===== config.mk =====
export PLATFORM = sky130hd
export DESIGN_NAME = regfile_wb_arbiter_flat
export DESIGN_NICKNAME = d
export VERILOG_FILES = /design/src/rtl/regfile_wb_arbiter_pkg.sv /design/src/rtl/regfile_wb_arbiter_if.sv /design/src/rtl/regfile_wb_arbiter_rr_arbiter.sv /design/src/rtl/regfile_wb_arbiter.sv /design/src/flat_wrapper.sv
export SDC_FILE = /design/constraint.sdc
export NUM_CORES = 1
export LEC_CHECK = 0
export ABC_AREA = 1
export CAP_MARGIN = 20
export CELL_PAD_IN_SITES_DETAIL_PLACEMENT = 1
export CELL_PAD_IN_SITES_GLOBAL_PLACEMENT = 1
export CORE_ASPECT_RATIO = 1.4
export CORE_MARGIN = 8
export CORE_UTILIZATION = 24
export CTS_CLUSTER_DIAMETER = 150
export CTS_CLUSTER_SIZE = 12
export DETAILED_ROUTE_END_ITERATION = 10
export PLACE_DENSITY_LB_ADDON = 0.1
export SYNTH_ARGS = -nofsm -noshare
export SYNTH_HDL_FRONTEND = slang
export SYNTH_SLANG_ARGS = --single-unit

===== constraint.sdc =====
create_clock -name clock -period 2.2 [get_ports clock]
set_input_delay 0.22 -clock clock [delete_from_list [all_inputs] [get_ports clock]]
set_output_delay 0.22 -clock clock [all_outputs]
set_load 0.02 [all_outputs]

===== src/rtl/regfile_wb_arbiter_pkg.sv =====
// Shared types and constants for the register-file writeback arbiter.
package regfile_wb_arbiter_pkg;

  localparam int DEF_XLEN   = 64;
  localparam int DEF_ADDR_W = 5;
  localparam int NUM_REGS   = 32;

  typedef logic [DEF_ADDR_W-1:0] reg_addr_t;
  typedef logic [DEF_XLEN-1:0]   xlen_t;

  localparam reg_addr_t REG_ZERO = '0;

  // One writeback request as seen after the source mux.
  typedef struct packed {
    logic      valid;
    reg_addr_t addr;
    xlen_t     data;
  } wb_req_t;

endpackage


===== src/rtl/regfile_wb_arbiter_if.sv =====
// Writeback bus: per-source request/grant handshake plus the single
// register-file write port driven by the arbiter.
interface regfile_wb_arbiter_if
  import regfile_wb_arbiter_pkg::*;
#(
  parameter int NUM_SRC = 3,
  parameter int XLEN    = DEF_XLEN,
  parameter int ADDR_W  = DEF_ADDR_W
);
  logic [NUM_SRC-1:0]        src_valid;
  logic [NUM_SRC-1:0]        src_ready;
  logic [NUM_SRC*ADDR_W-1:0] src_rd_addr;
  logic [NUM_SRC*XLEN-1:0]   src_rd_data;
  logic                      regCtrl_wen;
  logic [ADDR_W-1:0]         regCtrl_rdAddr;
  logic [XLEN-1:0]           rdData;

  // Writeback sources and register-file side.
  modport master (
    output src_valid, src_rd_addr, src_rd_data,
    input  src_ready, regCtrl_wen, regCtrl_rdAddr, rdData
  );

  // Arbiter side.
  modport slave (
    input  src_valid, src_rd_addr, src_rd_data,
    output src_ready, regCtrl_wen, regCtrl_rdAddr, rdData
  );
endinterface


===== src/rtl/regfile_wb_arbiter_rr_arbiter.sv =====
// Round-robin arbiter: searches req starting at ptr, wrapping modulo
// NUM_SRC, and grants the first requester found.
module rr_arbiter #(
  parameter int NUM_SRC = 3,
  parameter int IDX_W   = $clog2(NUM_SRC)
) (
  input  logic [NUM_SRC-1:0] req,
  input  logic [IDX_W-1:0]   ptr,
  output logic [NUM_SRC-1:0] gnt,
  output logic [IDX_W-1:0]   gnt_idx,
  output logic               gnt_vld
);

  int idx;

  // Rotating priority search; first hit from ptr wins, so grant is one-hot.
  always_comb begin
    gnt     = '0;
    gnt_idx = '0;
    gnt_vld = 1'b0;
    idx     = 0;
    for (int k = 0; k < NUM_SRC; k++) begin
      idx = int'(ptr) + k;
      if (idx >= NUM_SRC) idx = idx - NUM_SRC;
      if (!gnt_vld && req[IDX_W'(idx)]) begin
        gnt_vld             = 1'b1;
        gnt[IDX_W'(idx)]    = 1'b1;
        gnt_idx             = IDX_W'(idx);
      end
    end
  end

endmodule


===== src/rtl/regfile_wb_arbiter.sv =====
// Register-file writeback arbiter with a registered write port and the
// busy-register scoreboard used by decode for RAW stall detection.
module regfile_wb_arbiter
  import regfile_wb_arbiter_pkg::*;
#(
  parameter int NUM_SRC = 3,
  parameter int XLEN    = DEF_XLEN,
  parameter int ADDR_W  = DEF_ADDR_W
) (
  input  logic                clock,
  input  logic                reset,
  regfile_wb_arbiter_if.slave wb,
  input  logic                alloc_valid,
  input  logic [ADDR_W-1:0]   alloc_addr,
  input  logic                flush,
  input  logic [ADDR_W-1:0]   chk_addr1,
  input  logic [ADDR_W-1:0]   chk_addr2,
  output logic                chk_busy1,
  output logic                chk_busy2,
  output logic [NUM_REGS-1:0] busy_vec
);

  localparam int IDX_W = $clog2(NUM_SRC);

  logic [IDX_W-1:0]    ptr;
  logic [IDX_W-1:0]    gnt_idx;
  logic [NUM_SRC-1:0]  gnt;
  logic                gnt_vld;
  logic                hs;
  wb_req_t             sel;
  logic                wen_q;
  logic [ADDR_W-1:0]   addr_q;
  logic [XLEN-1:0]     data_q;
  logic [NUM_REGS-1:0] busy_nxt;

  rr_arbiter #(.NUM_SRC(NUM_SRC), .IDX_W(IDX_W)) u_arb (
    .req     (wb.src_valid),
    .ptr     (ptr),
    .gnt     (gnt),
    .gnt_idx (gnt_idx),
    .gnt_vld (gnt_vld)
  );

  // Grant only implies a handshake outside reset; ready is held low in reset.
  assign hs           = gnt_vld & reset;
  assign wb.src_ready = gnt & {NUM_SRC{reset}};

  // Mux the granted source's destination and data.
  always_comb begin
    sel       = '0;
    sel.valid = hs;
    for (int i = 0; i < NUM_SRC; i++) begin
      if (gnt[i]) begin
        sel.addr = wb.src_rd_addr[i*ADDR_W +: ADDR_W];
        sel.data = wb.src_rd_data[i*XLEN +: XLEN];
      end
    end
  end

  // Rotate priority to just past the last winner.
  always_ff @(posedge clock or negedge reset) begin
    if (!reset) begin
      ptr <= '0;
    end else if (hs) begin
      ptr <= (gnt_idx == IDX_W'(NUM_SRC-1)) ? '0 : gnt_idx + 1'b1;
    end
  end

  // Output stage: x0 writes still consume the grant but never enable the write.
  always_ff @(posedge clock or negedge reset) begin
    if (!reset) begin
      wen_q  <= 1'b0;
      addr_q <= '0;
      data_q <= '0;
    end else begin
      wen_q <= sel.valid && (sel.addr != REG_ZERO);
      if (sel.valid) begin
        addr_q <= sel.addr;
        data_q <= sel.data;
      end
    end
  end

  assign wb.regCtrl_wen    = wen_q;
  assign wb.regCtrl_rdAddr = addr_q;
  assign wb.rdData         = data_q;

  // Scoreboard next state: clear on write, set on issue (set wins), flush wipes all.
  always_comb begin
    busy_nxt = busy_vec;
    if (wen_q) busy_nxt[addr_q] = 1'b0;
    if (alloc_valid && (alloc_addr != REG_ZERO)) busy_nxt[alloc_addr] = 1'b1;
    if (flush) busy_nxt = '0;
    busy_nxt[REG_ZERO] = 1'b0;
  end

  // Scoreboard register.
  always_ff @(posedge clock or negedge reset) begin
    if (!reset) busy_vec <= '0;
    else        busy_vec <= busy_nxt;
  end

  assign chk_busy1 = busy_vec[chk_addr1];
  assign chk_busy2 = busy_vec[chk_addr2];

endmodule


===== src/flat_wrapper.sv =====
// flat-port wrapper written by rule: the top's interface ports become plain ports
module regfile_wb_arbiter_flat import regfile_wb_arbiter_pkg::*;
#(
  parameter int NUM_SRC = 3,
  parameter int XLEN    = DEF_XLEN,
  parameter int ADDR_W  = DEF_ADDR_W
)
  (clock, reset, alloc_valid, alloc_addr, flush, chk_addr1, chk_addr2, chk_busy1, chk_busy2, busy_vec, wb_src_valid, wb_src_rd_addr, wb_src_rd_data, wb_src_ready, wb_regCtrl_wen, wb_regCtrl_rdAddr, wb_rdData);
  regfile_wb_arbiter_if #(.NUM_SRC(NUM_SRC), .XLEN(XLEN), .ADDR_W(ADDR_W)) wb_i ();
  input  logic clock;
  input  logic reset;
  input  logic alloc_valid;
  input  logic [ADDR_W-1:0] alloc_addr;
  input  logic flush;
  input  logic [ADDR_W-1:0] chk_addr1;
  input  logic [ADDR_W-1:0] chk_addr2;
  output logic chk_busy1;
  output logic chk_busy2;
  output logic [NUM_REGS-1:0] busy_vec;
  input wire logic [$bits(wb_i.src_valid)-1:0] wb_src_valid;
  input wire logic [$bits(wb_i.src_rd_addr)-1:0] wb_src_rd_addr;
  input wire logic [$bits(wb_i.src_rd_data)-1:0] wb_src_rd_data;
  output wire logic [$bits(wb_i.src_ready)-1:0] wb_src_ready;
  output wire logic [$bits(wb_i.regCtrl_wen)-1:0] wb_regCtrl_wen;
  output wire logic [$bits(wb_i.regCtrl_rdAddr)-1:0] wb_regCtrl_rdAddr;
  output wire logic [$bits(wb_i.rdData)-1:0] wb_rdData;
  assign wb_i.src_valid = wb_src_valid;
  assign wb_i.src_rd_addr = wb_src_rd_addr;
  assign wb_i.src_rd_data = wb_src_rd_data;
  assign wb_src_ready = wb_i.src_ready;
  assign wb_regCtrl_wen = wb_i.regCtrl_wen;
  assign wb_regCtrl_rdAddr = wb_i.regCtrl_rdAddr;
  assign wb_rdData = wb_i.rdData;
  regfile_wb_arbiter #(.NUM_SRC(NUM_SRC), .XLEN(XLEN), .ADDR_W(ADDR_W)) u_core (.clock(clock), .reset(reset), .wb(wb_i), .alloc_valid(alloc_valid), .alloc_addr(alloc_addr), .flush(flush), .chk_addr1(chk_addr1), .chk_addr2(chk_addr2), .chk_busy1(chk_busy1), .chk_busy2(chk_busy2), .busy_vec(busy_vec));
endmodule

==> out/results.tsv <==
metric	value	unit
Max-Cap Viols	0	
antenna-violating nets left	0	
die height	206.9	µm
# DRC	0	
# hold bufs at CTS	0	
Reg clk slew, reported paths	0.07	ns
Die Width	152.4	µm
Final Hold Viols	30	
Comb power frac	70.1	%
post-route cell area	11520	µm²
Synth area leader	dfrtp_1	
CP Data Required Time	1.98	ns
Worst IR Drop VDD	0.0007950	V
first-pass GRT wire length	52300	µm
fin crit period	2.344	ns
fmax	426.6	MHz
Post-Place Setup Slack	-0.2825	ns
pin count of the biggest net entering global routing	104	
number of global-route vias before repair	8706	
H-tree Lvls	3	
total length of routed wires	34990	µm
top cells by area, synth	dfrtp_1 (41%), a21oi_1 (13%), nand2_1 (12%), o21ai_0 (8.3%), nand3_1 (8.1%)	
leak pwr	4.846	nW
Clk pwr share	11.2	%
final setup fails	75	
# IOs	336	
sequential standard cell area	2580	µm²
failing checks	hold timing, setup timing	
clock root buffer	clkbuf_16	
cells after synthesis	876	
# fillers	3097	
Slew @ Worst Pin	0.6215	ns
Final Cycle Share	106.5	%
Area after DPL	10440	µm²
commonest register cell after synthesis	dfrtp_1	
max layer used	met5	
R2R Path Start	u_core.ptr[0]$_DFFE_PN0P_	
final hold slack	-0.03168	ns
HP Class	in2async	
count of different cell masters after synthesis	29	
WL met3	2089	µm
Switching Power	6.752	mW
skew final	0.01021	ns
synth cell count leaders	nand2_1 (192), a21oi_1 (167), o21ai_0 (104), dfrtp_1 (103), nand3_1 (101)	
die area	31530	µm²
status	complete, but fails checks	
antenna violations before repair	4	
Multi-input gate area	3440	µm²
Core Footprint	25840	µm²
First DRT Iteration DRCs	337	
layout cell share with drive strength beyond 1	15.50	%
port bufs	334	
worst reg2reg endpoint	u_core.wb.rdData[15]$_DFFE_PN0P_	
Setup crit end kind	primary output	
area growth from synthesis to layout	84.40	%
count leader, synth	nand2_1	
Congestion Overflow GR	0	
Yosys top cell area share	41.25	%
Via density	5.071	
Clock Path Buffers	2	
met2 wire len	19190	µm
CP arrival	2.12	ns
Synth Register Bits	103	
dpl hpwl	25570	µm
normalized max-slew margin	58.25	%
drt first pass iters	4	
R2R setup slack	-0.14	ns
RSZ-0062 raised after global routing	yes	
cell area after synthesis	6248	µm²
Starting Density	24.18	%
Internal	8.200	mW
# rows	70	
pwr/cell area	1298	nW/µm²
Async S/R FF share, synth	100.0	%
final net count	1501	
total CTS buffers	9	
GR Util All Layers	21.62	%
Sw Share	45.16	%
Clock Latency Late Sink	0.36	ns
vias	8098	
DR WL/cell	21.91	µm
CP Launch Type	register	
CTS sink cnt	103	
Synthesis Warnings	0	
Final Max Slew Viols	0	
syn avg cell area	7.133	µm²
worst setup path category	reg2out	
RD Place Congestion	0.8620	
worst-path maximum fanout	4	
clock tree from TritonCTS	built	
number of enable flip-flop cells after synthesis	0	
met1 wire length	12830	µm
sequential fraction of the synthesis area	41.25	%
sequential share of power	18.7	%
FF-to-FF path depth	14	
crit path launch	u_core.ptr[0]$_DFFE_PN0P_	
syn nets	1109	
PnR worst setup slack	-0.1441	ns
==> registers in the layout (all words and copies together) (netlist names) <==
register / count
u_core.busy_vec: 31
u_core.ptr: 2
u_core.wb.regCtrl_wen: 1
u_core.wb.rdData: 64
u_core.wb.regCtrl_rdAddr: 5
==> timing repair <==
item                       CTS  global route
gates resized for setup     75            66
setup endpoints to repair   77            77
setup buffers               14             8
cloned                       8             5
pin swaps                   13            33
==> cell usage in the layout (no fill, tap or decap), types with 21 or more instances in the layout <==
master           count
o21ai_0             64
nand2_1            177
o21ai_1             69
clkdlybuf4s50_1    328
buf_4               66
a21oi_1            146
dfrtp_1            101
nand3_1             98
inv_1               21
buf_12              22
nor2_1              34
==> area by class of cell <==
class | count | share of cell area, %
Antenna cell | 2 | 0.04344
Clock buffer | 11 | 2.194
Clock inverter | 3 | 0.3801
Inverter | 36 | 1.281
Multi-Input combinational cell | 679 | 29.85
Sequential cell | 103 | 22.39
Tap cell | 324 | 3.518
Timing Repair Buffer | 439 | 40.34
==> metrics by stage <==
step	setup TNS (ns)	total power, mW	std cells	util (%)	hold WS, ns
6_report	-5.733	14.95	1597	44.60	-0.03168
5_1_grt	-14.57	15.98	1596	44.59	0.01088
4_1_cts	-4.055	14.59	1583	43.55	0.01160
3_5_place_dp	-9.738	11.40	1547	40.40	0.4126
3_3_place_gp	-7.669	11.30	1547	40.40	0.4053
2_1_floorplan	0	7.459	876	-	-0.07559
==> power groups by stage <==
stage | registers, mW | logic [mW] | clock network (mW)
final | 2.80 | 10.5 | 1.68
after global routing | 2.86 | 11.3 | 1.80
after CTS | 2.80 | 10.1 | 1.74
after detailed placement | 2.80 | 8.60 | 0
after global placement | 2.78 | 8.51 | 0
after floorplan | 3.32 | 4.14 | 0
==> per-layer routing <==
| layer | vias up | GRT usage, % |
|---|---|---|
| met2 | 249 | 41.23 |
| met5 | - | 0 |
| met1 | 3975 | 22.76 |
| met4 | 6 | 7.266 |
| met3 | 50 | 5.583 |
| li1 | 3818 | - |
==> worst max-delay path, cell delays in order (launching register included) <==
cell and delay, ns:
dfrtp_2 0.45, inv_2 0.09, ha_4 0.22, inv_4 0.07, nand2_2 0.05, nand3_2 0.08
nand2_4 0.07, inv_2 0.07, nand4_1 0.19, buf_4 0.20, a21oi_2 0.13, buf_6 0.14
==> worst max-delay path by stage <==
stage                                  to  slack (ns)  cells after the start
after floorplan           wb_src_ready[1]        0.07                     12
after global placement          chk_busy1       -0.25                     10
after detailed placement        chk_busy1       -0.28                     10
after CTS                 wb_src_ready[1]       -0.10                     14
after global routing      wb_src_ready[1]       -0.26                     11
final                     wb_src_ready[0]       -0.14                     11
==> cell families (layout without fill, tap and decap cells) <==
family	count (synthesis)	in the layout	synth area share, %
AND/OR/NAND/NOR	350	350	23.77
AO/OA/AOI/OAI	324	324	27.11
flip-flops	103	103	41.25
adder cells (fa/ha/maj)	4	4	0.8010
buffers and inverters	94	489	7.008
other	1	3	0.06001
No activity file was read; power rests on OpenSTA's default activity.
